$ cat src/rtl/pipe_reg_pkg.sv
// Shared definitions for the N-stage pipeline register: controller state
// encodings and the fill-counter width helper.
package pipe_reg_pkg;

    localparam logic [1:0] S_IDLE = 2'b00;
    localparam logic [1:0] S_FILL = 2'b01;
    localparam logic [1:0] S_FULL = 2'b10;

    // Bits needed to count 0..depth held words.
    function automatic int cnt_width(input int depth);
        return $clog2(depth + 1);
    endfunction

endpackage

$ cat src/rtl/nstage_pipeline_register_if.sv
// Producer/consumer bundle of the N-stage pipeline register. The master side
// is the producer+consumer pair; the slave side is the register itself.
interface nstage_pipeline_register_if #(
    parameter int WIDTH = 8,
    parameter int DEPTH = 3
);
    import pipe_reg_pkg::*;

    localparam int CNT_W = cnt_width(DEPTH);

    logic                     en;
    logic [WIDTH-1:0]         data;
    logic                     ld;
    logic                     in_ready;
    logic                     full;
    logic                     r0_valid;
    logic [WIDTH*DEPTH-1:0]   r0;
    logic [CNT_W-1:0]         fill_cnt;

    modport master (
        output en, data, ld,
        input  in_ready, full, r0_valid, r0, fill_cnt
    );

    modport slave (
        input  en, data, ld,
        output in_ready, full, r0_valid, r0, fill_cnt
    );

endinterface

$ cat src/rtl/pipe_shift_datapath.sv
// Word storage for the N-stage pipeline register: DEPTH shift stages with
// the newest word entering at the top, plus the delivered-word register r0.
module pipe_shift_datapath #(
    parameter int WIDTH = 8,
    parameter int DEPTH = 3
) (
    input  logic                   clk,
    input  logic                   rst,
    input  logic                   shift,
    input  logic                   clr,
    input  logic                   cap,
    input  logic [WIDTH-1:0]       data,
    output logic [WIDTH*DEPTH-1:0] r0,
    output logic                   r0_valid
);

    logic [WIDTH-1:0]       p_reg  [DEPTH];
    logic [WIDTH-1:0]       p_next [DEPTH];
    logic [WIDTH*DEPTH-1:0] concat;
    logic [WIDTH*DEPTH-1:0] r0_reg;
    logic                   r0_valid_reg;

    genvar gi;
    generate
        for (gi = 0; gi < DEPTH; gi++) begin : g_stage
            logic [WIDTH-1:0] src;
            // Top stage takes the incoming word, the others take their upper neighbour.
            if (gi == DEPTH - 1) begin : g_top
                assign src = data;
            end else begin : g_mid
                assign src = p_reg[gi+1];
            end
            // Shift wins over clear; the controller never asserts both.
            assign p_next[gi] = shift ? src : (clr ? '0 : p_reg[gi]);
            // Oldest word lands in the LSBs of the delivered word.
            assign concat[gi*WIDTH +: WIDTH] = p_reg[gi];
        end
    endgenerate

    // Stage registers, delivered word and its one-cycle valid pulse.
    always_ff @(posedge clk or negedge rst) begin
        if (!rst) begin
            for (int i = 0; i < DEPTH; i++) begin
                p_reg[i] <= '0;
            end
            r0_reg       <= '0;
            r0_valid_reg <= 1'b0;
        end else begin
            for (int i = 0; i < DEPTH; i++) begin
                p_reg[i] <= p_next[i];
            end
            // Capture uses the pre-edge stages, so a same-cycle shift is safe.
            if (cap) begin
                r0_reg <= concat;
            end
            r0_valid_reg <= cap;
        end
    end

    assign r0       = r0_reg;
    assign r0_valid = r0_valid_reg;

endmodule

$ cat src/rtl/nstage_pipeline_register.sv
// N-stage shift-in / parallel-out pipeline register: controller FSM, fill
// counter and handshake; word storage lives in pipe_shift_datapath.
module nstage_pipeline_register
    import pipe_reg_pkg::*;
#(
    parameter int WIDTH = 8,
    parameter int DEPTH = 3
) (
    input  logic                            clk,
    input  logic                            rst,
    nstage_pipeline_register_if.slave       bus
);

    localparam int CNT_W = cnt_width(DEPTH);

    logic [1:0]             state_reg;
    logic [1:0]             state_next;
    logic [CNT_W-1:0]       cnt_reg;
    logic [CNT_W-1:0]       cnt_next;
    logic                   shift;
    logic                   clr;
    logic                   cap;
    logic                   in_ready;
    logic [WIDTH*DEPTH-1:0] r0_w;
    logic                   r0_valid_w;

    // A full register can still take a word in the same cycle it is unloaded.
    assign in_ready = (state_reg != S_FULL) || bus.ld;

    // Next-state, next-count and datapath strobes.
    always_comb begin
        state_next = state_reg;
        cnt_next   = cnt_reg;
        shift      = 1'b0;
        clr        = 1'b0;
        cap        = 1'b0;
        case (state_reg)
            S_IDLE: begin
                if (bus.en) begin
                    shift      = 1'b1;
                    cnt_next   = CNT_W'(1);
                    state_next = S_FILL;
                end else begin
                    clr        = 1'b1;
                    cnt_next   = '0;
                end
            end
            S_FILL: begin
                // Bubbles simply hold; ld has no effect until full.
                if (bus.en) begin
                    shift    = 1'b1;
                    cnt_next = cnt_reg + CNT_W'(1);
                    if (cnt_reg == CNT_W'(DEPTH - 1)) begin
                        state_next = S_FULL;
                    end
                end
            end
            S_FULL: begin
                if (bus.ld) begin
                    cap = 1'b1;
                    if (bus.en) begin
                        shift      = 1'b1;
                        cnt_next   = CNT_W'(1);
                        state_next = S_FILL;
                    end else begin
                        clr        = 1'b1;
                        cnt_next   = '0;
                        state_next = S_IDLE;
                    end
                end
            end
            default: begin
                // Unused encoding: drop whatever is held and start over.
                clr        = 1'b1;
                cnt_next   = '0;
                state_next = S_IDLE;
            end
        endcase
    end

    // Controller state and fill counter.
    always_ff @(posedge clk or negedge rst) begin
        if (!rst) begin
            state_reg <= S_IDLE;
            cnt_reg   <= '0;
        end else begin
            state_reg <= state_next;
            cnt_reg   <= cnt_next;
        end
    end

    pipe_shift_datapath #(
        .WIDTH (WIDTH),
        .DEPTH (DEPTH)
    ) u_datapath (
        .clk      (clk),
        .rst      (rst),
        .shift    (shift),
        .clr      (clr),
        .cap      (cap),
        .data     (bus.data),
        .r0       (r0_w),
        .r0_valid (r0_valid_w)
    );

    assign bus.in_ready = in_ready;
    assign bus.full     = (state_reg == S_FULL);
    assign bus.fill_cnt = cnt_reg;
    assign bus.r0       = r0_w;
    assign bus.r0_valid = r0_valid_w;

endmodule

$ cat src/flat_wrapper.sv
// flat-port wrapper written by rule: the top's interface ports become plain ports
module nstage_pipeline_register_flat import pipe_reg_pkg::*;
#(
    parameter int WIDTH = 8,
    parameter int DEPTH = 3
)
  (clk, rst, bus_en, bus_data, bus_ld, bus_in_ready, bus_full, bus_r0_valid, bus_r0, bus_fill_cnt);
  nstage_pipeline_register_if #(.WIDTH(WIDTH), .DEPTH(DEPTH)) bus_i ();
  input  logic clk;
  input  logic rst;
  input wire logic [$bits(bus_i.en)-1:0] bus_en;
  input wire logic [$bits(bus_i.data)-1:0] bus_data;
  input wire logic [$bits(bus_i.ld)-1:0] bus_ld;
  output wire logic [$bits(bus_i.in_ready)-1:0] bus_in_ready;
  output wire logic [$bits(bus_i.full)-1:0] bus_full;
  output wire logic [$bits(bus_i.r0_valid)-1:0] bus_r0_valid;
  output wire logic [$bits(bus_i.r0)-1:0] bus_r0;
  output wire logic [$bits(bus_i.fill_cnt)-1:0] bus_fill_cnt;
  assign bus_i.en = bus_en;
  assign bus_i.data = bus_data;
  assign bus_i.ld = bus_ld;
  assign bus_in_ready = bus_i.in_ready;
  assign bus_full = bus_i.full;
  assign bus_r0_valid = bus_i.r0_valid;
  assign bus_r0 = bus_i.r0;
  assign bus_fill_cnt = bus_i.fill_cnt;
  nstage_pipeline_register #(.WIDTH(WIDTH), .DEPTH(DEPTH)) u_core (.clk(clk), .rst(rst), .bus(bus_i));
endmodule
$ cat config.mk
export PLATFORM = sky130hd
export DESIGN_NAME = nstage_pipeline_register_flat
export DESIGN_NICKNAME = d
export VERILOG_FILES = /design/src/rtl/pipe_reg_pkg.sv /design/src/rtl/nstage_pipeline_register_if.sv /design/src/rtl/pipe_shift_datapath.sv /design/src/rtl/nstage_pipeline_register.sv /design/src/flat_wrapper.sv
export SDC_FILE = /design/constraint.sdc
export NUM_CORES = 1
export LEC_CHECK = 0
export CAP_MARGIN = 20
export CELL_PAD_IN_SITES_DETAIL_PLACEMENT = 1
export CELL_PAD_IN_SITES_GLOBAL_PLACEMENT = 2
export CORE_MARGIN = 1
export CORE_UTILIZATION = 30
export CTS_CLUSTER_DIAMETER = 150
export DETAILED_ROUTE_END_ITERATION = 12
export GPL_TIMING_DRIVEN = 0
export HOLD_SLACK_MARGIN = 0.02
export PLACE_DENSITY = 0.72
export SYNTH_ARGS = -nofsm -noshare
export SYNTH_HDL_FRONTEND = slang
export SYNTH_SLANG_ARGS = --single-unit
$ cat constraint.sdc
create_clock -name clk -period 2.5 [get_ports clk]
set_clock_uncertainty 0.2 [all_clocks]
set_input_delay 0.5 -clock clk [delete_from_list [all_inputs] [get_ports clk]]
set_output_delay 0.5 -clock clk [all_outputs]
set_load 0.05 [all_outputs]
==> flow_summary_export.csv, run 1 <==
group,metric,value,unit
die,core_area,7890,sq um
clocking,insertion_delay,0.33,ns
die,rows,32,
clocking,cts_made_buffers,5,
placement,place_congestion,0.691,
yosys,synth_common_cells,"53 x dfrtp_1, 48 x a22oi_1, 26 x o22ai_1",
yosys,ys_top_cells_by_area,"dfrtp_1 53%, a22oi_1 14%, mux2_4 11%, o22ai_1 6.5%, buf_6 4.5%",
yosys,synth-seq-area-share,53.0,%
sta,setup_viol_count_final,0,
sta,post-route-min-period,2.46,ns
job,cap_viol_max_count,0,
die,chipWidth,93.3,microns
critical_path,r2r-start,"u_core.state_reg[0]",
routing,vias,1830,
worst_hold_path,min_from,"u_core.u_datapath.r0[5]",
sta,maxSlewHeadroom,65.5,%
final_layout,nets,254,
yosys,synthFlopType,"dfrtp_1",
power,peakVddDrop,0.503,mV
final_layout,drive_above_1_share,22.3,%
power,total_power,3.74,mW
routing,drt_pass1_iterations,4,
clocking,root_buffer,"clkbuf_8",
clocking,cts_max_path_buffers,2,
yosys,syn_nets,205,
yosys,synth.ff_latch_count,53,
routing,routed_wl,6300,microns
critical_path,crit_fanout,5,
sta,clock.fmax,407,MHz
yosys,synthCells,192,
routing,drc,0,
yosys,ys_types,21,
critical_path,start_kind,"register",
sta,final.period_utilization,98.2,%
global_routing,grt_pass1_wl,10300,microns
die,ios,41,
clocking,cts.htree.levels,2,
critical_path,cp-end-kind,"primary output",
final_layout,largest_reg_flops,24,
final_layout,postLayoutCoreUtil,39.9,%
worst_hold_path,hold_path.class,"register to register",
critical_path,path_class,"register to primary output",
power,p_leak,1.37,nW
worst_hold_path,min_to,"u_core.u_datapath.r0[5]",
routing,detail_route.wl_per_cell,18.3,microns
final_layout,n_antenna_cell,0,
sta,worst_pin_slew,0.517,ns
clocking,cts_num_sinks,53,
clocking,clk_pin_slew,0.11,ns
final_layout,syn2layout_area_growth,25.7,%
global_routing,grt_overflow,0,
yosys,synth_top_area_share,53.0,%
routing,drt_iter0_drc,100,
sta,maxSlewViolCount,0,
critical_path,cp.required,1.80,ns
yosys,synth_area,2500,sq um
yosys,ys_warn_count,0,
sta,rsz0062_at_grt,"false",
yosys,synth_enable_flop_cells,0,
worst_hold_path,min_path_cells,1,
clocking,cts_tree,"yes",
global_routing,grt.total_usage,15.6,%
yosys,async_flop_share,100,%
critical_path,reg2reg_to,"u_core.u_datapath.g_stage[0].src[4]",
outcome,outcome,"completed",
die,die_area,8710,sq um
yosys,synth_top_area_cell,"dfrtp_1",
critical_path,cp.arrival,1.76,ns
power,power_density,1190,nW/um^2
global_routing,grt_max_degree,39,
placement,io_buffers,40,
global_routing,grt_pass1_vias,1891,
placement,dpl.hpwl,4300,microns
die,start_util,31.7,%
critical_path,reg2reg_depth,3,
critical_path,rrSetupSlack,0.85,ns
global_routing,antenna_found_initial,0,
routing,drt.antenna.violating_nets,0,
die,die_h,93.3,microns
sta,hold_viol_final,0,
routing,avgViaCountPerCell,5.32,
yosys,synth_area_per_cell,13.0,sq um
yosys,yosysMostFrequentCell,"dfrtp_1",
clocking,postCtsSetupRepairBufs,0,
==> where the power goes <==
part           internal [mW]  switching, mW  total [mW]  leakage, nW
Clock                  0.205          0.322       0.527       0.0452
Sequential              1.17          0.308        1.48        0.697
Combinational          0.726           1.01        1.74        0.631
==> worst max-delay path, stage by stage, from the launching register on <==
cell,delay (ns)
dfrtp_1,0.46
nor2b_4,0.16
clkdlybuf4s50_1,0.81
==> layout make-up <==
class                      instances  area (sq um)
multi-input combinational        115           997
inverter                           4          15.0
buffer                            20           164
tap                              102           128
timing repair buffer              42           420
sequential                        53          1330
fill                             863          4740
clock inverter                     3          25.0
clock buffer                       5          68.8
==> cell usage in the layout (no fill, tap or decap) <==
master           count
dfrtp_1             53
a22oi_1             48
clkdlybuf4s50_1     38
o22ai_1             26
mux2_4              19
buf_6               10
mux2_2               6
clkbuf_1             5
clkbuf_8             5
inv_1                4
buf_2                4
buf_4                3
nand2_1              3
nor2b_4              2
nand2b_1             2
o21ai_0              2
inv_6                2
nand2_4              1
and2b_1              1
o2bb2ai_1            1
a22o_1               1
a21oi_1              1
and2_1               1
ha_1                 1
clkinvlp_4           1
dlygate4sd3_1        1
buf_12               1
==> how the worst max path moves through the flow <==
stage               slack (ns)                endpoint  cells after the start           startpoint
floorplan                 0.67            bus_in_ready                      4  u_core.state_reg[1]
global placement         -1.00  u_core.bus.fill_cnt[1]                      1                  rst
detailed placement       -0.46            bus_in_ready                      5               bus_ld
CTS                       0.04                bus_full                      2  u_core.state_reg[0]
global route            0.0002                bus_full                      2  u_core.state_reg[0]
finish                    0.04                bus_full                      2  u_core.state_reg[0]
==> logic make-up after synthesis <==
logic type               after synthesis  share of synthesized area [%]
AO/OA/AOI/OAI                         79                           22.2
adder cells (fa/ha/maj)                1                          0.500
buffers and inverters                 24                           7.15
flip-flops                            53                           53.0
multiplexers                          25                           14.1
AND/OR/NAND/NOR                       10                           3.05
==> per-layer routing <==
layer	routed length, microns	GRT usage [%]	vias up
li1	-	-	838
met1	2990	22.4	951
met2	2990	24.0	39
met3	307	2.93	2
met4	17	4.23	0
met5	0	0	-
==> through the flow <==
stage	setup slack [ns]	cell area (sq um)	TNS, ns	hold slack, ns	cells
after global placement	-1.00	3030	-53.26	0.292	334
after floorplan	0.669	2500	0	0.00441	192
after detailed placement	-0.455	3050	-0.455	0.251	335
final	0.0439	3140	0	0.320	344
after global routing	0.000152	3140	0	0.339	344
after CTS	0.0389	3140	0	0.328	344
==> what timing repair did <==
action	CTS	global route
hold endpoints to repair	15	0
setup endpoints to repair	1	0
hold buffers	1	0
resized for setup	5	0
No activity file was read; power rests on OpenSTA's default activity.
==> run 2: changes to the inputs <==
- GPL_TIMING_DRIVEN: 0 -> unset
==> run 2 against run 1 <==
Combinational power is 4% lower. Die area stayed put. Sequential share of layout area is 1.0 points higher. Wire length is 4.8% lower. Core utilization is 0.92 points lower. Setup slack better by 0.21 ns. Cell count is 3.8% lower. Design area is 2.3% lower. Clock power is 17% higher. Non-clock buffer count is 13 lower. Power is 1.0% higher.
==> flow_summary_export.csv, run 2 (synthesis results as in run 1) <==
group,metric,value,unit
sta,maxSlewHeadroom,59.7,%
sta,clock.fmax,445,MHz
clocking,insertion_delay,0.31,ns
worst_hold_path,hold_path.class,"register to register",
final_layout,largest_reg_flops,24,
critical_path,start_kind,"register",
critical_path,cp.required,1.80,ns
clocking,cts_max_path_buffers,2,
final_layout,regArea,1330,sq um
routing,drt_iter0_drc,121,
sta,hold_viol_final,0,
power,power_frac_seq,39.5,%
die,start_util,31.7,%
final_layout,nets,241,
critical_path,cp-end-kind,"primary output",
die,ios,41,
final_layout,final_cell_mix,"53 x dfrtp_1, 48 x a22oi_1, 37 x clkdlybuf4s50_1",
clocking,cts_tree,"yes",
power,clkPwrFrac,16.3,%
critical_path,crit_fanout,4,
routing,routed_wl,6000,microns
critical_path,reg2reg_to,"u_core.u_datapath.concat[5]",
outcome,outcome,"completed",
critical_path,rrSetupSlack,0.60,ns
critical_path,crit_path_start,"u_core.bus.fill_cnt[0]",
power,swShare,42.0,%
final_layout,postLayoutCoreUtil,38.9,%
critical_path,critPathBufInv,1,
sta,maxSlewViolCount,0,
critical_path,cp_num_cells,1,
placement,dpl.hpwl,3760,microns
power,peakVddDrop,0.692,mV
routing,drt_pass1_iterations,4,
power,total_power,3.78,mW
die,core_area,7890,sq um
critical_path,cp.arrival,1.55,ns
clocking,root_buffer,"clkbuf_8",
job,cap_viol_max_count,0,
routing,detail_route.wl_per_cell,18.1,microns
global_routing,grt.total_usage,14.8,%
critical_path,cp_cell_sequence,"clkdlybuf4s50_1",
sta,worst_pin_slew,0.604,ns
routing,drc,0,
power,p_comb_share,44.2,%
final_layout,multi_input_area,997,sq um
die,chipWidth,93.3,microns
global_routing,grt_overflow,0,
power,p_leak,1.34,nW
clocking,cts_made_buffers,5,
die,die_h,93.3,microns
critical_path,cpLargestDelayFamily,"buffers and inverters",
sta,tns,0,ns
routing,drt.antenna.violating_nets,0,
die,rows,32,
final_layout,fillers,864,
critical_path,cpMaxStageDelayCell,"clkdlybuf4s50_1",
sta,final.period_utilization,90.0,%
global_routing,antenna_found_initial,0,
global_routing,grt_pass1_wl,9970,microns
routing,avgViaCountPerCell,5.47,
sta,post-route-min-period,2.25,ns
critical_path,reg2reg_depth,4,
clocking,cts_num_sinks,53,
final_layout,n_antenna_cell,0,
power,power_density,1230,nW/um^2
final_layout,drive_above_1_share,20.5,%
clocking,clk_pin_slew,0.10,ns
placement,io_buffers,40,
final_layout,syn2layout_area_growth,22.8,%
power,power.internal,2.19,mW
global_routing,grt_pass1_vias,1778,
power,power_switching,1.59,mW
critical_path,path_class,"register to primary output",
clocking,postCtsSetupRepairBufs,0,
critical_path,r2r-start,"u_core.state_reg[0]",
sta,rsz0062_at_grt,"false",
critical_path,crit_end,"bus_fill_cnt[0]",
die,die_area,8710,sq um
routing,vias,1809,
final_layout,final_common_cell,"dfrtp_1",
sta,setup_viol_count_final,0,
critical_path,critPathMaxStageDelay,0.82,ns
placement,place_congestion,0.726,
clocking,cts.htree.levels,2,
worst_hold_path,min_from,"u_core.u_datapath.r0[3]",
global_routing,grt_max_degree,32,
[run 2: cell count changes in the layout (fill, tap and decap cells not counted)]
cell,change
buf_2,-3
buf_12,+1
buf_4,+5
buf_6,-10
clkdlybuf4s50_1,-1
bufinv_16,+1
clkbuf_1,-5
clkbuf_8,+1
inv_6,-2
[run 2: worst min-delay path by stage]
stage	endpoint	cells after the start	slack, ns
global placement	u_core.u_datapath.r0[1]	1	0.29
floorplan	u_core.bus.fill_cnt[0]	0	0.004
detailed placement	u_core.u_datapath.r0[16]	1	0.29
global route	u_core.u_datapath.r0[21]	1	0.34
CTS	u_core.u_datapath.r0[3]	1	0.32
finish	u_core.u_datapath.r0[3]	1	0.32
[run 2: per-layer routing]
metal | wire (microns) | global-route usage (%) | share of wire [%]
met5 | 0 | 0 | 0
met3 | 177 | 3.01 | 3.0
met1 | 2960 | 21.5 | 49
met2 | 2800 | 22.7 | 47
met4 | 54 | 3.46 | 0.90
[run 2: layout make-up]
class	instances	share of cell area, %
flip-flops and latches	53	43.2
multi-input cells	115	32.5
repair buffers	49	15.8
well taps	102	4.15
clock buffers	6	2.69
clock inverters	2	1.22
inverters	4	0.489
[run 2: power groups by stage]
stage	Clock, mW	Combinational (mW)	Sequential (mW)
after floorplan	0	0.641	1.99
after CTS	0.641	1.68	1.50
final	0.618	1.67	1.49
after global routing	0.676	1.78	1.55
after detailed placement	0	1.68	1.52
after global placement	0	1.65	1.50
[run 2: per-stage QoR]
stage	cell area [sq um]	std cells	setup slack [ns]	hold slack, ns
final	3070	331	0.251	0.316
after global routing	3070	331	0.203	0.336
after CTS	3070	331	0.221	0.325
after detailed placement	2940	322	0.286	0.294
after global placement	2940	322	0.314	0.294
after floorplan	2500	192	0.669	0.00441
[run 2: repair_timing]
item,in CTS,in global routing
hold endpoints to repair,22,0
hold buffers,1,0
resized for setup,0,0
==> run 3: changes to the inputs <==
- CORE_ASPECT_RATIO: unset -> 0.6
==> run 3 against run 2 <==
Hold slack worse by 0.19 ns. Global-route usage increased by 0.76 points. Flip-flop and latch count unchanged. Wire length grew 4.8%. Combinational power barely moved. Count of clock-buffer cells in the layout decreased by 1. Clock power up 44%. Register-to-register slack better by 0.11 ns. Critical endpoint unchanged.
==> flow_summary_export.csv, run 3 (synthesis results as in run 1) <==
group,metric,value,unit
final_layout,largest_reg_flops,24,
sta,hold_ws,0.124,ns
critical_path,cp.arrival,1.56,ns
sta,tns,0,ns
critical_path,critPathBufInv,1,
routing,drt_pass1_iterations,4,
job,cap_viol_max_count,0,
global_routing,grt_max_degree,54,
critical_path,path_class,"register to primary output",
final_layout,final_common_cell,"dfrtp_1",
critical_path,cpMaxStageDelayCell,"clkdlybuf4s50_1",
sta,maxSlewViolCount,0,
final_layout,n_antenna_cell,0,
final_layout,drive_above_1_share,20.6,%
clocking,cts_resized,0,
critical_path,critPathMaxStageDelay,0.84,ns
global_routing,grt_pass1_vias,1896,
clocking,cts.htree.levels,2,
critical_path,r2r-start,"u_core.state_reg[0]",
final_layout,final_cell_mix,"53 x dfrtp_1, 48 x a22oi_1, 37 x clkdlybuf4s50_1",
power,power.internal,2.45,mW
critical_path,cp.required,1.80,ns
sta,final.period_utilization,90.2,%
die,ios,41,
clocking,ctsHoldBuffers,0,
power,p_leak,1.37,nW
critical_path,cp-end-kind,"primary output",
clocking,clk_pin_slew,0.07,ns
final_layout,syn2layout_area_growth,25.0,%
clocking,cts_num_sinks,53,
routing,vias,1819,
global_routing,grt_overflow,0,
clocking,root_buffer,"clkbuf_16",
power,power_frac_seq,36.4,%
sta,worst_pin_slew,0.681,ns
critical_path,crit_fanout,4,
clocking,cts_made_buffers,5,
sta,rsz0062_at_grt,"false",
placement,dpl.hpwl,3750,microns
routing,drt_iter0_drc,73,
final_layout,final_cells,336,
die,die_area,8720,sq um
routing,drc,0,
sta,clock.fmax,443,MHz
die,die_h,72.7,microns
clocking,cts_max_path_buffers,2,
critical_path,start_kind,"register",
final_layout,fin_area,3130,sq um
power,power_switching,1.63,mW
worst_hold_path,hold_path.class,"input port to asynchronous set/reset pin",
die,chipWidth,120,microns
sta,hold_viol_final,0,
power,power_density,1300,nW/um^2
die,core_area,7980,sq um
placement,place_congestion,0.690,
placement,io_buffers,40,
placement,dp_cells,328,
die,start_util,31.4,%
outcome,outcome,"completed",
routing,routed_wl,6280,microns
critical_path,reg2reg_to,"u_core.u_datapath.g_stage[1].src[2]",
clocking,insertion_delay,0.29,ns
power,swShare,40.0,%
critical_path,cpLargestDelayFamily,"buffers and inverters",
critical_path,cp_cell_sequence,"clkdlybuf4s50_1",
routing,drt.antenna.violating_nets,0,
routing,avgViaCountPerCell,5.41,
critical_path,rrSetupSlack,0.71,ns
power,clkPwrFrac,21.8,%
global_routing,grt_pass1_wl,10400,microns
routing,detail_route.wl_per_cell,18.7,microns
power,peakVddDrop,0.713,mV
global_routing,grt.total_usage,15.6,%
sta,setup_viol_count_final,0,
placement,place_area,2940,sq um
sta,post-route-min-period,2.26,ns
die,rows,25,
sta,maxSlewHeadroom,54.6,%
clocking,cts_tree,"yes",
global_routing,antenna_found_initial,0,
critical_path,reg2reg_depth,5,
power,p_comb_share,41.8,%
final_layout,nets,240,
clocking,postCtsSetupRepairBufs,0,
## run 3: area by class of cell
| class | count | area [sq um] |
|---|---|---|
| Sequential cell | 53 | 1330 |
| Inverter | 4 | 15.0 |
| Multi-Input combinational cell | 115 | 997 |
| Fill cell | 847 | 4850 |
| Clock inverter | 3 | 65.1 |
| Clock buffer | 5 | 125 |
| Timing Repair Buffer | 48 | 463 |
| Tap cell | 108 | 135 |
## run 3: worst max path at each step
| stage | from | to | depth (start not counted) |
|---|---|---|---|
| global route | u_core.bus.fill_cnt[0] | bus_fill_cnt[0] | 1 |
| floorplan | u_core.state_reg[1] | bus_in_ready | 4 |
| detailed placement | bus_ld | bus_in_ready | 4 |
| global placement | bus_ld | bus_in_ready | 4 |
| CTS | u_core.bus.fill_cnt[0] | bus_fill_cnt[0] | 1 |
| finish | u_core.bus.fill_cnt[0] | bus_fill_cnt[0] | 1 |
## run 3: stage by stage
step                      utilization, %  power, mW  setup slack, ns
after floorplan                        -       2.64            0.669
after global placement              36.8       3.16            0.303
after detailed placement            36.8       3.21            0.308
after CTS                           39.2       4.12            0.243
after global routing                39.2       4.31            0.208
final                               39.2       4.08            0.245
## run 3: routing by layer
layer / share of wire, % / vias to the layer above / wire length (microns) / GRT usage (%)
met1: 52 / 949 / 3250 / 22.8
li1: - / 813 / - / -
met3: 4.2 / 8 / 266 / 3.67
met5: 0 / - / 0 / 0
met2: 43 / 49 / 2710 / 23.2
met4: 0.89 / 0 / 56 / 3.75
## run 3: power groups by stage
stage          sequential, mW  clock (mW)  combinational, mW
6_report                 1.49       0.888               1.70
5_1_grt                  1.54       0.946               1.82
4_1_cts                  1.49       0.915               1.72
3_5_place_dp             1.50           0               1.71
3_3_place_gp             1.48           0               1.68
2_1_floorplan            1.99           0              0.641
